### config.mk
export PLATFORM = sky130hd
export DESIGN_NAME = snake_body_walker
export DESIGN_NICKNAME = d
export VERILOG_FILES = /design/src/rtl/snake_pkg.sv /design/src/rtl/snake_pos_step.sv /design/src/rtl/snake_body_walker.sv
export SDC_FILE = /design/constraint.sdc
export NUM_CORES = 1
export LEC_CHECK = 0
export BUFFER_PORTS_ARGS = -buffer_cell sky130_fd_sc_hd__buf_4
export CELL_PAD_IN_SITES_DETAIL_PLACEMENT = 2
export CELL_PAD_IN_SITES_GLOBAL_PLACEMENT = 2
export CORE_MARGIN = 2
export CORE_UTILIZATION = 37
export DETAILED_ROUTE_END_ITERATION = 8
export GPL_TIMING_DRIVEN = 0
export PLACE_DENSITY_LB_ADDON = 0.1
export SYNTH_ARGS = -nofsm -noshare
export SYNTH_HDL_FRONTEND = slang
export SYNTH_HIERARCHICAL = 1
export SYNTH_SLANG_ARGS = --single-unit
### constraint.sdc
create_clock -name clk -period 5.6 [get_ports clk]
set_input_delay 0.28 -clock clk [delete_from_list [all_inputs] [get_ports clk]]
set_output_delay 0.28 -clock clk [all_outputs]
set_load 0.02 [all_outputs]
### src/rtl/snake_pkg.sv
// Shared definitions for the snake body logic: grid/depth defaults,
// direction encoding and the body-walker state encoding.
package snake_pkg;

   localparam int unsigned SNAKE_X_BITS   = 4;
   localparam int unsigned SNAKE_Y_BITS   = 4;
   localparam int unsigned SNAKE_DEPTH    = 234;
   localparam int unsigned SNAKE_LEN_BITS = 8;

   typedef enum logic [1:0] {
      DIR_UP    = 2'd0,
      DIR_RIGHT = 2'd1,
      DIR_DOWN  = 2'd2,
      DIR_LEFT  = 2'd3
   } dir_t;

   typedef enum logic [1:0] {
      ST_IDLE,
      ST_WAIT_SYNC,
      ST_WALK,
      ST_DONE
   } walk_state_t;

endpackage

### src/rtl/snake_pos_step.sv
// One grid step along a direction with natural wrap; fwd_i=0 undoes the
// move (walker), fwd_i=1 applies it (movement logic).
module snake_pos_step
   import snake_pkg::*;
#(
   parameter int unsigned X_BITS = SNAKE_X_BITS,
   parameter int unsigned Y_BITS = SNAKE_Y_BITS
) (
   input  logic [X_BITS-1:0] x_i,
   input  logic [Y_BITS-1:0] y_i,
   input  dir_t              dir_i,
   input  logic              fwd_i,
   output logic [X_BITS-1:0] x_o,
   output logic [Y_BITS-1:0] y_o
);

   always_comb begin
      x_o = x_i;
      y_o = y_i;
      case (dir_i)
         DIR_UP:    y_o = fwd_i ? y_i - Y_BITS'(1) : y_i + Y_BITS'(1);
         DIR_RIGHT: x_o = fwd_i ? x_i + X_BITS'(1) : x_i - X_BITS'(1);
         DIR_DOWN:  y_o = fwd_i ? y_i + Y_BITS'(1) : y_i - Y_BITS'(1);
         DIR_LEFT:  x_o = fwd_i ? x_i - X_BITS'(1) : x_i + X_BITS'(1);
         default: ;
      endcase
   end

endmodule

### src/rtl/snake_body_walker.sv
// Replays the recirculating direction stream from head to tail, reporting
// first body hit on a query cell and the tail coordinate.
module snake_body_walker
   import snake_pkg::*;
#(
   parameter int unsigned X_BITS   = SNAKE_X_BITS,
   parameter int unsigned Y_BITS   = SNAKE_Y_BITS,
   parameter int unsigned DEPTH    = SNAKE_DEPTH,
   parameter int unsigned LEN_BITS = SNAKE_LEN_BITS
) (
   input  logic                clk,
   input  logic                rst,
   input  logic                start,
   input  logic [X_BITS-1:0]   head_x,
   input  logic [Y_BITS-1:0]   head_y,
   input  logic [LEN_BITS-1:0] length,
   input  logic [X_BITS-1:0]   query_x,
   input  logic [Y_BITS-1:0]   query_y,
   input  logic [1:0]          sr_dir,
   input  logic                sr_sync,
   output logic                busy,
   output logic                done,
   output logic                hit,
   output logic [LEN_BITS-1:0] hit_index,
   output logic [X_BITS-1:0]   tail_x,
   output logic [Y_BITS-1:0]   tail_y
);

   walk_state_t         state_q;
   logic [X_BITS-1:0]   cur_x_q, qry_x_q, tail_x_q;
   logic [Y_BITS-1:0]   cur_y_q, qry_y_q, tail_y_q;
   logic [LEN_BITS-1:0] len_q, idx_q, acc_idx_q, hit_index_q;
   logic                acc_hit_q, hit_q, busy_q, done_q;

   logic [LEN_BITS-1:0] len_d, acc_idx_d;
   logic [X_BITS-1:0]   step_x;
   logic [Y_BITS-1:0]   step_y;
   logic                seg_match, acc_hit_d, last_seg;

   always_comb begin
      len_d = length;
      if (length == '0)
         len_d = LEN_BITS'(1);
      else if (length > LEN_BITS'(DEPTH))
         len_d = LEN_BITS'(DEPTH);
   end

   snake_pos_step #(
      .X_BITS (X_BITS),
      .Y_BITS (Y_BITS)
   ) u_step (
      .x_i   (cur_x_q),
      .y_i   (cur_y_q),
      .dir_i (dir_t'(sr_dir)),
      .fwd_i (1'b0),
      .x_o   (step_x),
      .y_o   (step_y)
   );

   // cur holds the segment compared this cycle; head is loaded into it on start
   always_comb begin
      seg_match = (cur_x_q == qry_x_q) && (cur_y_q == qry_y_q);
      acc_hit_d = acc_hit_q | seg_match;
      acc_idx_d = (seg_match && !acc_hit_q) ? idx_q : acc_idx_q;
      last_seg  = (idx_q == len_q - LEN_BITS'(1));
   end

   always_ff @(posedge clk) begin
      if (rst) begin
         state_q     <= ST_IDLE;
         cur_x_q     <= '0;
         cur_y_q     <= '0;
         qry_x_q     <= '0;
         qry_y_q     <= '0;
         len_q       <= '0;
         idx_q       <= '0;
         acc_hit_q   <= 1'b0;
         acc_idx_q   <= '0;
         hit_q       <= 1'b0;
         hit_index_q <= '0;
         tail_x_q    <= '0;
         tail_y_q    <= '0;
         busy_q      <= 1'b0;
         done_q      <= 1'b0;
      end else begin
         done_q <= 1'b0;
         case (state_q)
            ST_IDLE: begin
               if (start) begin
                  cur_x_q   <= head_x;
                  cur_y_q   <= head_y;
                  qry_x_q   <= query_x;
                  qry_y_q   <= query_y;
                  len_q     <= len_d;
                  idx_q     <= '0;
                  acc_hit_q <= 1'b0;
                  acc_idx_q <= '0;
                  busy_q    <= 1'b1;
                  state_q   <= ST_WAIT_SYNC;
               end
            end
            ST_WAIT_SYNC, ST_WALK: begin
               if (state_q == ST_WALK || sr_sync) begin
                  cur_x_q   <= step_x;
                  cur_y_q   <= step_y;
                  idx_q     <= idx_q + LEN_BITS'(1);
                  acc_hit_q <= acc_hit_d;
                  acc_idx_q <= acc_idx_d;
                  if (last_seg) begin
                     hit_q       <= acc_hit_d;
                     hit_index_q <= acc_idx_d;
                     tail_x_q    <= cur_x_q;
                     tail_y_q    <= cur_y_q;
                     done_q      <= 1'b1;
                     state_q     <= ST_DONE;
                  end else begin
                     state_q <= ST_WALK;
                  end
               end
            end
            ST_DONE: begin
               busy_q  <= 1'b0;
               state_q <= ST_IDLE;
            end
            default: state_q <= ST_IDLE;
         endcase
      end
   end

   assign busy      = busy_q;
   assign done      = done_q;
   assign hit       = hit_q;
   assign hit_index = hit_index_q;
   assign tail_x    = tail_x_q;
   assign tail_y    = tail_y_q;

endmodule

# Word level (Yosys, flattened, before mapping)
# Cells that the tools add are included.
[word_totals]
ff_bits = 62
inputBits = 30
out_inout_bits = 19
word_cells = 82
[op_classes]
addsub = 6
n_lt_le_gt_ge = 1
eq_ne = 13
muxes = 26
n_bitwise = 3
n_reduce_logical = 18
[ops]
columns = ["operator", "count"]
rows = [
  ["8-bit two-way mux", 6],
  ["4-bit one-hot mux with 2 select lines", 4],
  ["8-bit one-hot mux with 2 select lines", 2],
  ["4-bit two-way mux", 4],
  ["4-bit by 1-bit adder with 4-bit output (second input constant)", 2],
  ["8-bit by 1-bit adder with 8-bit output (second input constant)", 1],
  ["2-bit == test (second input constant)", 4],
  ["4-bit == test", 2],
  ["8-bit == test", 1],
  ["8-bit > comparator (second input constant)", 1],
  ["8-bit zero test", 1],
  ["4-bit AND reduction", 2],
  ["4-bit by 1-bit subtractor with 4-bit output (second input constant)", 2],
  ["8-bit by 1-bit subtractor with 8-bit output (second input constant)", 1],
  ["3-bit by 1-bit inequality test with 1-bit output (second input constant)", 2],
  ["2-bit one-hot mux with 3 select lines", 1],
  ["2-bit AND reduction", 3],
  ["3-bit AND reduction", 2],
  ["1-bit two-way mux", 5],
  ["2-bit by 1-bit == test with 1-bit output (second input constant)", 2],
  ["2-bit zero test", 2],
  ["2-bit two-way mux", 2],
  ["2-bit inequality test (second input constant)", 2],
  ["1-bit one-hot mux with 2 select lines", 2],
  ["8 further kinds", 11],
]

# Longest topological paths before layout
[logic_depth]
word_depth = 6
mapped_depth = 10
ltp_nobuf = 8

# Modules after synthesis
# The synthesis kept the hierarchy.
[by_module_without_submodules]
columns = ["mod", "n_inst", "cells_each", "area_per_inst_um2", "seq_area_each_um2"]
rows = [
  ["snake_body_walker", 1, 340, 2956.6, 1241.2],
  ["snake_pos_step", 1, 34, 276.5, 0.0],
]

# Least setup slack after synthesis
# No wires, ideal clock.
[synth_timing]
path_type = "reg-to-reg"
from = "register len_q[0]"
to = "register tail_x_q[3], in the netlist tail_x[3]"
setup_time_ns = 0.128
arrival_time_ns = 2.068
required_ns = 5.472
path_slack_ns = 3.404
path_stages_with_launch = 11
n_path_buf = 2
period_less_slack_ns = 2.196
cell_sequence = "dfxtp_1 -> inv_1 -> ha_1 -> nand2b_1 -> o211a_1 -> o31a_1 -> nor4_2 -> buf_6 -> buf_12 -> mux2i_1 -> nor2_1"
[synth_between]
elab_chain_len = 3
[synth_lines]
columns = ["item", "line", "source"]
rows = [
  ["start: declaration", "snake_body_walker.sv:32", "logic [LEN_BITS-1:0] len_q, idx_q, acc_idx_q, hit_index_q;"],
  ["start signal: assignment", "snake_body_walker.sv:94", "len_q <= len_d;"],
  ["8-bit by 1-bit subtractor with 8-bit output", "snake_body_walker.sv:65", "last_seg = (idx_q == len_q - LEN_BITS'(1));"],
  ["8-bit == test", "snake_body_walker.sv:65", ""],
  ["3-bit AND reduction (no line)", "-", ""],
  ["end signal: assignment", "snake_body_walker.sv:112", "tail_x_q <= cur_x_q;"],
  ["end: declaration", "snake_body_walker.sv:30", "logic [X_BITS-1:0] cur_x_q, qry_x_q, tail_x_q;"],
]
# Every way passes these cells.
# A chain may end at the register's enable or synchronous reset.

# Worst setup path in the final report
[layout_timing]
from = "register state_q[0]"
to = "register idx_q[4]"
[layout_between]
elab_chain_len = 4
word_cells_on_any_way = 10
cone_classes = "eq/ne (4); mux (1); reduce/logical (5)"
[layout_lines]
columns = ["item", "line", "source"]
rows = [
  ["start: declaration", "snake_body_walker.sv:29", "walk_state_t state_q;"],
  ["start signal: assignment", "snake_body_walker.sv:70", "state_q <= ST_IDLE;"],
  ["start signal: assignment", "snake_body_walker.sv:99", "state_q <= ST_WAIT_SYNC;"],
  ["start signal: assignment", "snake_body_walker.sv:115", "state_q <= ST_DONE;"],
  ["2-bit == test or 2-bit by 1-bit == test with 1-bit output (tied branches)", "snake_body_walker.sv:87, snake_body_walker.sv:103", ""],
  ["2-bit OR reduction or 1-bit logical OR (tied branches)", "snake_body_walker.sv:87, snake_body_walker.sv:103", ""],
  ["2-bit inequality test (no line) or 2-bit nonzero test (tied branches)", "-", ""],
  ["3-bit AND reduction (no line)", "-", ""],
  ["end signal: assignment", "snake_body_walker.sv:106", "idx_q <= idx_q + LEN_BITS'(1);"],
  ["end: declaration", "snake_body_walker.sv:32", ""],
]
# Parallel ways exist; a longest one is shown, timed or not.

==> results.md <==
* DR DRC count at 0
* Mapped Area at 0.003233 mm2
* Via Count at 2953
* Required time worst endpoint at 5.80 ns
* Clock sink total at 62
* Synth Register Bits at 62
* Tightest Hold Check Type: primary input to register
* Syn. warnings at 6
* Clock power share at 26.2%
* WL final at 10.08 mm
* Most frequent cells in the layout: dfxtp_1 (62), nor2_1 (58), buf_4 (47)
* Post-synthesis sequential area ratio at 38.39%
* Largest net degree at the start of global routing at 13
* Clk_skew at 0.01035 ns
* H-tree levels at 3
* Die X at 97.48 um
* Final hold vios at 0
* Final net count at 471
* CP Capture Point: idx_q[4]
* Worst setup EP type: register
* DIE AREA at 0.009501 mm2
* Post-CTS Resized at 0
* Top post-synthesis cells by area: dfxtp_1 (38%), mux2i_1 (8.7%), nor2_1 (6.7%), a21oi_1 (4.3%), nand2_1 (4.3%)
* Post-synth ARST share at 0%
* Pre-antenna DRT Iters at 4
* CP Launch Type: register
* Unrepaired setup endpoints after global routing: false
* Core ar. at 0.008593 mm2
* Vias in the first global route at 3326
* Std-Cell Rows at 34
* Clock Tree Root: clkbuf_8
* Yosys top cell area share at 38.39%
* Minimum clock period after layout at 2.869 ns
* Leak pwr at 0.001556 uW
* Pwr dens at 412.5 mW/mm2
* Status: complete, no violations
* R2R Path Start: state_q[0]
* Mapped Cells at 374
* Clock slew at reported path FFs at 0.08 ns
* Int Pwr at 954.0 uW
* Reg2Reg Depth at 9
* Crit Path Class: register to register
* Share of layout cells above drive strength 1 at 19.45%
* Setup Viol. Count Final at 0
* Share of the cycle needed by the critical path after routing at 51.22%
* Flop2flop setup slack at 2.73 ns
* Routability Congestion at 0.7642
* DIE HEIGHT at 97.48 um
* Post-synth EDFFs at 0
* Global-route usage over all layers at 22.31%
* Detail Route Antenna Nets at 0
* Clk_lat worst skew at 0.34 ns
* Fin cells at 545
* IO Pins at 49
* Sequential share of power at 35.7%
* Starting Density at 37.62%
* Clock Path Buffers at 2
* Gr ovfl total at 0
* Area leader, netlist: dfxtp_1
* Final Max Tran Viols at 0
* CTS Buf Count at 9
* First-pass GRT wire length at 17.01 mm
* Worst reg2reg path endpoint: idx_q[4]
* Iteration-0 DRC Markers at 71
* Largest stage delay, worst path at 0.50 ns
* Crit path launch: state_q[0]
* Top FF cell, synth: dfxtp_1
* Combinational share of power at 38.1%
* Yosys cell types at 51
* # hold bufs at CTS at 0
* Placement Setup Slack at 2.875 ns
* CTS tree: built
* Net switching share of the total power at 41.12%
* Area grow syn2layout at 21.48%
* Max cap viols at 0
* Commonest non-fill, non-tap cell in the layout: dfxtp_1
* Placed cells at 529
* Peak supply drop at 239.6 uV
* Crit path DAT at 3.07 ns
* Final WS setup at 2.731 ns
* Worst Hold Depth at 3
* Worst-Margin Slew at 0.8230 ns
* Vias per inst at 5.418
* Post-Syn Nets at 413
* Syn_area_per_cell at 8.645 um2
* Detailed Place HPWL at 7.149 mm
* Crit-path slowest cell: clkbuf_1
* CP dominant cell by count: clkbuf_1
* Max Clock Freq at 0.3486 GHz
* Max_slew headroom at 44.84%
* Crit path max fanout at 10
* NetSw at 666.1 uW
* Antenna violations before repair at 0
* Setup bufs post-CTS at 0
* Critical-path cell list: inv_1, ha_1, clkbuf_1, a21boi_0, o21a_1, clkbuf_1, o21ai_0, a21oi_1, nor2_1
* PortBufs at 47
* # diodes at 0
* TNS Setup at 0 ns
* WL/cell at 18.49 um
kinds of logic (layout without fill, tap and decap cells):
| logic type | count (synthesis) | in the layout | share of synthesized area [%] |
|---|---|---|---|
| xor gates and xnor gates | 24 | 24 | 7.082 |
| other | 1 | 1 | 0.1160 |
| DFF | 62 | 62 | 38.39 |
| AOI/OAI and AO/OA | 73 | 73 | 14.40 |
| and+or+nand+nor | 136 | 136 | 20.01 |
| adders and majority gates | 9 | 9 | 3.483 |
| buffers and inverters | 31 | 94 | 4.373 |
| muxes | 38 | 38 | 12.15 |
flip-flops by register name, summed over array words and instances, names as in the netlist, 2 cells and up:
name,flops
hit_index,8
cur_y_q,4
qry_y_q,4
idx_q,8
acc_idx_q,8
len_q,8
state_q,2
tail_x,4
cur_x_q,4
qry_x_q,4
tail_y,4
synth_stat cells (2+ instances only):
cell and number:
buf_1 2, xor2_1 9, and4_1 2, o21ai_0 10, nor3_1 2, ha_1 9, and3_1 4, nor3_2 2
clkbuf_1 16, o211ai_1 3, nor4_1 3, mux2i_1 28, a21oi_1 28, mux2_2 10, nand2b_1 3, and2_1 2
nor4_2 2, nor2b_1 3, dfxtp_1 62, a211oi_1 9, inv_1 10, nand3_1 5, nand4_1 6, a21boi_0 2
xnor2_1 14, a22oi_1 8, nor2_1 58, nand2_1 37, o21a_1 2, o211a_1 2
critical path: cells and delay by family (launching register included):
family	cells	cell delay, ns
compound gates	4	1.21
flops	1	0.36
buf+inv	3	0.79
fa+ha+maj	1	0.29
simple gates	1	0.06
metal layers:
| metal | track usage [%] | part of all wire, % | vias up |
|---|---|---|---|
| li1 | - | - | 1414 |
| met1 | 26.80 | 44 | 1487 |
| met2 | 41.38 | 53 | 43 |
| met3 | 3.741 | 2.3 | 9 |
| met4 | 5.128 | 1.0 | 0 |
| met5 | 0 | 0 | - |
stage by stage:
stage	util [%]	total power (uW)	hold slack [ns]	cell area, um2
3_3_place_gp	43.30	1160	0.4650	3721
3_5_place_dp	43.30	1195	0.4777	3721
4_1_cts	45.70	1638	0.1702	3928
5_1_grt	45.70	1739	0.1826	3928
2_1_floorplan	-	1004	0.4160	3233
6_report	45.70	1620	0.1795	3928
power groups by stage:
| stage | logic (uW) | registers (uW) | clock network, uW |
|---|---|---|---|
| after detailed placement | 604 | 592 | 0 |
| after global routing | 695 | 591 | 453 |
| after floorplan | 439 | 565 | 0 |
| final | 617 | 579 | 424 |
| after CTS | 625 | 581 | 432 |
| after global placement | 572 | 588 | 0 |
cell type report:
| cell class | count | area, um2 |
|---|---|---|
| repair buffers | 47 | 352.8 |
| plain buffers | 21 | 103.9 |
| inverters | 10 | 37.54 |
| fillers | 980 | 4666 |
| multi-input cells | 281 | 1851 |
| clock inverters | 6 | 68.82 |
| flip-flops and latches | 62 | 1241 |
| clock buffers | 10 | 137.6 |
| well taps | 108 | 135.1 |
how the worst min path moves through the flow:
stage | from | slack [ns] | endpoint
after CTS | query_y[0] | 0.17 | qry_y_q[0]
final | query_y[0] | 0.18 | qry_y_q[0]
after floorplan | length[7] | 0.42 | len_q[7]
after detailed placement | qry_y_q[3] | 0.48 | qry_y_q[3]
after global routing | query_y[2] | 0.18 | qry_y_q[2]
after global placement | qry_x_q[3] | 0.46 | qry_x_q[3]
(Power assumes the default switching activity.)
